<file path="src/rtl/mem_port_arbiter.sv">
// Shares one single-ported, variable-latency memory between the fetch and data ports of the core.
// It registers the winning request, drives the memory handshake, returns a one-cycle ack and aborts on timeout.
//
// state  | meaning
// S_IDLE | waiting for a request; arbitration and grant happen here
// S_BUSY | m_req held high; waiting for m_ack or the timeout
// S_RESP | owner's ack (and bus_err on timeout) pulse; no memory request
module mem_port_arbiter #(
  parameter int ADDR_W         = 32,
  parameter int DATA_W         = 32,
  parameter int STARVE_LIMIT   = 4,
  parameter int TIMEOUT_CYCLES = 255
) (
  input  logic              clk,
  input  logic              reset,
  input  logic              i_req,
  input  logic [ADDR_W-1:0] i_addr,
  output logic              i_ack,
  output logic [DATA_W-1:0] i_rdata,
  input  logic              d_req,
  input  logic              d_we,
  input  logic [ADDR_W-1:0] d_addr,
  input  logic [DATA_W-1:0] d_wdata,
  output logic              d_ack,
  output logic [DATA_W-1:0] d_rdata,
  output logic              m_req,
  output logic              m_we,
  output logic [ADDR_W-1:0] m_addr,
  output logic [DATA_W-1:0] m_wdata,
  input  logic              m_ack,
  input  logic [DATA_W-1:0] m_rdata,
  output logic              bus_err,
  output logic              busy
);

  localparam int STARVE_W = (STARVE_LIMIT < 1) ? 1 : $clog2(STARVE_LIMIT + 1);
  localparam int TMO_W    = ($clog2(TIMEOUT_CYCLES) > 8) ? $clog2(TIMEOUT_CYCLES) : 8;
  localparam logic [STARVE_W-1:0] STARVE_MAX = STARVE_W'(STARVE_LIMIT);
  localparam logic [TMO_W-1:0]    TMO_LAST   = TMO_W'(TIMEOUT_CYCLES - 1);

  typedef enum logic [1:0] {
    S_IDLE = 2'd0,
    S_BUSY = 2'd1,
    S_RESP = 2'd2
  } state_t;

  state_t              state_q, state_d;
  logic                owner_q, owner_d;   // 1 = data port owns the transaction
  logic                we_q, we_d;
  logic [ADDR_W-1:0]   addr_q, addr_d;
  logic [DATA_W-1:0]   wdata_q, wdata_d;
  logic [STARVE_W-1:0] starve_q, starve_d;
  logic [TMO_W-1:0]    tmo_q, tmo_d;
  logic                m_req_q, m_req_d;
  logic                busy_q, busy_d;
  logic                i_ack_q, i_ack_d;
  logic                d_ack_q, d_ack_d;
  logic                bus_err_q, bus_err_d;
  logic [DATA_W-1:0]   i_rdata_q, i_rdata_d;
  logic [DATA_W-1:0]   d_rdata_q, d_rdata_d;
  logic                grant_data;

  always_comb begin
    state_d    = state_q;
    owner_d    = owner_q;
    we_d       = we_q;
    addr_d     = addr_q;
    wdata_d    = wdata_q;
    starve_d   = starve_q;
    tmo_d      = tmo_q;
    m_req_d    = m_req_q;
    busy_d     = busy_q;
    i_ack_d    = 1'b0;
    d_ack_d    = 1'b0;
    bus_err_d  = 1'b0;
    i_rdata_d  = i_rdata_q;
    d_rdata_d  = d_rdata_q;
    grant_data = 1'b0;

    case (state_q)
      S_IDLE: begin
        if (i_req || d_req) begin
          // Data has priority until the fetch port has watched STARVE_LIMIT data grants go by.
          grant_data = d_req && !(i_req && (starve_q == STARVE_MAX));
          owner_d    = grant_data;
          we_d       = grant_data ? d_we : 1'b0;
          addr_d     = grant_data ? d_addr : i_addr;
          wdata_d    = grant_data ? d_wdata : '0;
          if (grant_data && i_req) begin
            starve_d = (starve_q == STARVE_MAX) ? starve_q : starve_q + STARVE_W'(1);
          end else begin
            starve_d = '0;
          end
          tmo_d   = '0;
          m_req_d = 1'b1;
          busy_d  = 1'b1;
          state_d = S_BUSY;
        end
      end

      S_BUSY: begin
        tmo_d = tmo_q + TMO_W'(1);
        if (m_ack) begin
          if (owner_q) d_rdata_d = m_rdata;
          else         i_rdata_d = m_rdata;
          d_ack_d = owner_q;
          i_ack_d = !owner_q;
          m_req_d = 1'b0;
          state_d = S_RESP;
        end else if (tmo_q == TMO_LAST) begin
          if (owner_q) d_rdata_d = '0;
          else         i_rdata_d = '0;
          d_ack_d   = owner_q;
          i_ack_d   = !owner_q;
          bus_err_d = 1'b1;
          m_req_d   = 1'b0;
          state_d   = S_RESP;
        end
      end

      S_RESP: begin
        tmo_d   = '0;
        busy_d  = 1'b0;
        state_d = S_IDLE;
      end

      default: begin
        m_req_d = 1'b0;
        busy_d  = 1'b0;
        state_d = S_IDLE;
      end
    endcase
  end

  always_ff @(posedge clk) begin
    if (reset) begin
      state_q   <= S_IDLE;
      owner_q   <= 1'b0;
      we_q      <= 1'b0;
      addr_q    <= '0;
      wdata_q   <= '0;
      starve_q  <= '0;
      tmo_q     <= '0;
      m_req_q   <= 1'b0;
      busy_q    <= 1'b0;
      i_ack_q   <= 1'b0;
      d_ack_q   <= 1'b0;
      bus_err_q <= 1'b0;
      i_rdata_q <= '0;
      d_rdata_q <= '0;
    end else begin
      state_q   <= state_d;
      owner_q   <= owner_d;
      we_q      <= we_d;
      addr_q    <= addr_d;
      wdata_q   <= wdata_d;
      starve_q  <= starve_d;
      tmo_q     <= tmo_d;
      m_req_q   <= m_req_d;
      busy_q    <= busy_d;
      i_ack_q   <= i_ack_d;
      d_ack_q   <= d_ack_d;
      bus_err_q <= bus_err_d;
      i_rdata_q <= i_rdata_d;
      d_rdata_q <= d_rdata_d;
    end
  end

  assign m_req   = m_req_q;
  assign m_we    = we_q;
  assign m_addr  = addr_q;
  assign m_wdata = wdata_q;
  assign i_ack   = i_ack_q;
  assign d_ack   = d_ack_q;
  assign i_rdata = i_rdata_q;
  assign d_rdata = d_rdata_q;
  assign bus_err = bus_err_q;
  assign busy    = busy_q;

endmodule
</file>
<file path="config.mk">
export PLATFORM = sky130hd
export DESIGN_NAME = mem_port_arbiter
export DESIGN_NICKNAME = d
export VERILOG_FILES = /design/src/rtl/mem_port_arbiter.sv
export SDC_FILE = /design/constraint.sdc
export NUM_CORES = 1
export LEC_CHECK = 0
export BUFFER_PORTS_ARGS = -buffer_cell sky130_fd_sc_hd__buf_2
export CAP_MARGIN = 20
export CORE_UTILIZATION = 45
export CTS_CLUSTER_DIAMETER = 30
export DETAILED_ROUTE_END_ITERATION = 16
export PLACE_DENSITY = 0.76
export SETUP_SLACK_MARGIN = 0.4
export SYNTH_ARGS = -nofsm -noshare
export SYNTH_HDL_FRONTEND = slang
export SYNTH_SLANG_ARGS = --single-unit
</file>
<file path="constraint.sdc">
create_clock -name clk -period 1.8 [get_ports clk]
set_input_delay 0.54 -clock clk [delete_from_list [all_inputs] [get_ports clk]]
set_output_delay 0.54 -clock clk [all_outputs]
set_load 0.005 [all_outputs]
</file>
======== Word-level counts from Yosys, hierarchy flattened ========
Index checks and enable logic that the tools add are counted.
cells by class
  $add $sub $neg .......................... 2
  eq/ne operators ......................... 7
  multiplexer cells ....................... 29
  bitwise operators ....................... 3
  reductions and logical operators ........ 19
operators with widths
  cell                                                             count
  32-bit two-way mux                                               10
  8-bit case mux with 3 select lines                               1
  3-bit AND reduction                                              4
  1-bit two-way mux                                                9
  8-bit by 1-bit adder with 8-bit output, second input constant    1
  8-bit == test, second input constant                             1
  8-bit two-way mux                                                1
  2-bit AND reduction                                              4
  2-bit two-way mux                                                3
  3-bit two-way mux                                                2
  2-bit inequality test, second input constant                     2
  2-bit case mux with 2 select lines                               1
  3-bit by 1-bit adder with 3-bit output, second input constant    1
  3-bit == test, second input constant                             1
  1-bit logical AND                                                3
  3-bit inequality test, second input constant                     1
  1-bit NOT                                                        3
  1-bit case mux with 3 select lines                               1
  3-bit nonzero test                                               1
  3-bit OR reduction                                               1
  2-bit by 1-bit == test with 1-bit output, second input constant  1
  2-bit == test, second input constant                             1
  1-bit logical NOT                                                2
  2-bit logical NOT                                                1
  other kinds (4)                                                  4
storage, ports and cells
  register bits after elaboration ......... 148
  bits of input ports ..................... 134

======== Depth between registers and ports, before layout ========
  depth in word-level cells ............... 7
  gate-level depth with buffers ........... 7
  mapped depth without buffers ............ 5

======== Least setup slack after synthesis ========
Ideal clock, no wire load.
  kind .................................... in2reg
  start point ............................. in m_ack
  end point ............................... reg i_rdata_q[10] (netlist: i_rdata[10])
  library setup time ...................... 0.088 ns
  arrival time ............................ 1.452 ns
  setup slack ............................. 0.260 ns
  cell stages on the path ................. 5
  buffers on the path ..................... 3
  path through ............................ buf_4 > buf_2 > clkbuf_1 > a31oi_1 > a311oi_2
between the ends
  cells in the longest elaborated chain, start to end .. 2
RTL lines
  item                                  RTL line  text
  from (decl)                           30        input logic m_ack,
  2-bit nonzero test (no source line)   --
  3-bit AND reduction (no source line)  --
  to (signal assigned)                  164       i_rdata_q <= i_rdata_d;
  to (decl)                             59        logic [DATA_W-1:0] i_rdata_q, i_rdata_d;
Parallel ways exist; a longest one is shown, timed or not.
A chain may end at the register's enable or synchronous reset.

======== Final worst setup path ========
  start point ............................. reg state_q[1]
  end point ............................... reg d_rdata_q[11] (netlist: d_rdata[11])
between the ends
  cells in the longest elaborated chain, start to end .. 2
RTL lines
  item                                      RTL line  text
  from (decl)                               47        state_t state_q, state_d;
  from (signal assigned)                    152       state_q <= state_d;
  2-bit by 1-bit == test with 1-bit output  80        case (state_q)
  3-bit AND reduction (no source line)      --
  to (signal assigned)                      165       d_rdata_q <= d_rdata_d;
  to (decl)                                 60        logic [DATA_W-1:0] d_rdata_q, d_rdata_d;
Every way passes these cells.

==> impl_metrics.toml <==
[route]
via_per_inst = 6.623
dr.pass1.iters = 9
wl_mm = 29.73
wl_per_cell_um = 23.76
drc_errors = 0
ant_nets = 0
drtIter0Drc = 945
num_vias = 8285

[sta]
fmax_mhz = 564.8
worst_pin_slew_ps = 545.3
fin_crit_ps = 1770
layout_setup_ws_ps = 29.58
drv_slew = 0
setup_viol = 0
hold_violations = 0
relSlewSlack_pct = 63.40
rsz0062_at_grt = "true"
timing.hold.ws_ps = 374.8
fin_setup_tns_ps = 0
finalCritPeriodShare_pct = 98.36
clock_skew_ps = 14.45

[worst_setup_path]
cp_max_fo = 16
crit_type = "register to register"
cp_data_arrival_time_ps = 2040
endpoint_kind = "register"
crit_required_ps = 2070
worstSetupStartpointType = "register"

[placement]
place_area_um2 = 8110
io_buffers = 267
pre_cts_slack_ps = 118.2
dp_hpwl_mm = 12.95
place.gp.congestion = 0.8714

[cells_and_area]
syn_to_final_growth_pct = 72.90
final_area_um2 = 11260
nets = 1196
regArea_um2 = 3146
fillCellCount = 753
multi_input_area_um2 = 3666
drive_above_1_share_pct = 65.79

[logic_synthesis]
yosysSeqAreaShare_pct = 45.51
synth-edff-count = 0
postSynthAreaPerCell_um2 = 8.979
synthArstFlopShare_pct = 0
dominantRegCellSynth = "dfxtp_1"
synth_nets = 863
synth.distinct_cells = 48
syn_inst = 725
syn-cell-area_um2 = 6510
ys_seq_elements = 148
synth_warnings = 0

[power_and_ir_drop]
finalPower_w = 0.009570
power-per-cell-area_nw_per_um2 = 850.2
peakVddDrop_v = 0.0007202
leakage_nw = 4.577

[cts]
cts-root-buf = "clkbuf_16"
insertion_delay_ps = 440
cts_buffer_depth = 2
clk_pin_slew_worst_paths_ps = 80
cts_tree = "built"
cts-htree-levels = 4
cts_made_buffers = 17
cts.sinks = 148

[global_route]
track_usage_pct = 30.58
overflow = 0
grt_pass1_vias = 6971
antenna_found_initial = 1
grt_max_degree = 66
grt_pass1_wl_mm = 35.67

[floorplan]
pin_count = 268
core_area_um2 = 13990
start_util_pct = 46.54
die_h_um = 122.3
core.rowCount = 43
fp.dieW_um = 122.3
die_area_um2 = 14950

[outcome]
status = "finished, final reports clean"

[hold_path]
hp-class = "primary input to register"

[flow_run]
drv_cap = 0
-- metal layers --
metal	vias up	global-route usage [%]	wire, um
met3	179	7.388	3141
met1	3948	37.07	10540
li1	3547	-	-
met5	-	0	0
met2	611	50.21	14040
met4	0	15.70	2008
-- where the power goes --
part / internal (W) / switching [W]
sequential: 0.00353 / 0.000154
combinational: 0.00115 / 0.00117
clock: 0.00208 / 0.00150
total: 0.00675 / 0.00282
-- repair_timing --
item | 4_1_cts | 5_1_grt
resized for setup | 212 | 136
cloned | 11 | 19
pin swaps | 12 | 91
hold buffers | 0 | 0
setup endpoints to repair | 258 | 257
setup buffers | 44 | 39
-- kinds of logic (layout without fill, tap and decap cells) --
logic type / count (synthesis) / in the layout / share of synthesized area (%)
AOI/OAI and AO/OA: 320 / 320 / 33.04
xor gates and xnor gates: 1 / 1 / 0.1346
adders and majority gates: 4 / 4 / 0.7688
buffers and inverters: 104 / 446 / 7.996
DFF: 148 / 148 / 45.51
muxes: 2 / 2 / 0.3075
other: 0 / 1 / 0
and+or+nand+nor: 146 / 149 / 12.24
-- Yosys cell counts (7+ instances only) --
library cell  instances  share of area, %
dfxtp_1             148                46
buf_6                 7               1.2
clkbuf_1             52               3.0
a311oi_1             86                12
a21oi_1              72               5.5
o21ai_0              71               5.5
nand4_1              34               3.3
buf_2                26               2.0
inv_1                 7              0.40
a31oi_1              65               6.2
a311oi_2             10               2.3
buf_4                12               1.4
nand3_1              43               3.3
nand2_1              33               1.9
-- critical path, stage by stage (launching register included) --
cell      delay [ps]
dfxtp_2          330
buf_6            130
and3b_2          350
buf_12           190
a31oi_1          130
a311oi_1         480
-- cell usage in the layout (no fill, tap or decap), types with 35 or more instances in the layout --
cell,synthesis,final
buf_2,26,190
dfxtp_2,0,140
buf_6,7,93
buf_4,12,80
o21ai_0,71,59
a31oi_1,65,59
a311oi_1,86,58
a311oi_2,10,38
a21oi_1,72,37
a21oi_2,0,35
-- final cells by class --
| type | count | area share (%) |
|---|---|---|
| multi-input combinational | 476 | 32.57 |
| tap | 180 | 2.001 |
| clock inverter | 11 | 1.145 |
| timing repair buffer | 408 | 32.11 |
| sequential | 148 | 27.95 |
| antenna | 1 | 0.02223 |
| clock buffer | 20 | 3.968 |
| inverter | 7 | 0.2334 |
-- path summary, 6_finish.rpt --
path / startpoint / to / slack [ps] / cells after the start
worst max register to register: state_q[1] / d_rdata[11] / 30 / 5
worst min-delay path: d_wdata[1] / m_wdata[1] / 370 / 3
worst max-delay path: state_q[1] / d_rdata[11] / 30 / 5
worst min register to register: m_wdata[6] / m_wdata[6] / 480 / 2
-- state kept, by name, summed over array words and instances (netlist names) --
register,flops
m_we,1
i_rdata,32
busy,1
i_ack,1
m_wdata,32
bus_err,1
d_rdata,32
m_req,1
starve_q,3
tmo_q,8
state_q,2
d_ack,1
m_addr,32
owner_q,1
-- stage by stage --
step / utilization [%] / cells
global route: 80.47 / 1251
global placement: 57.98 / 1106
detailed placement: 57.98 / 1106
CTS: 70.70 / 1192
finish: 80.47 / 1251
floorplan: - / 725
No activity file was read; power rests on OpenSTA's default activity.
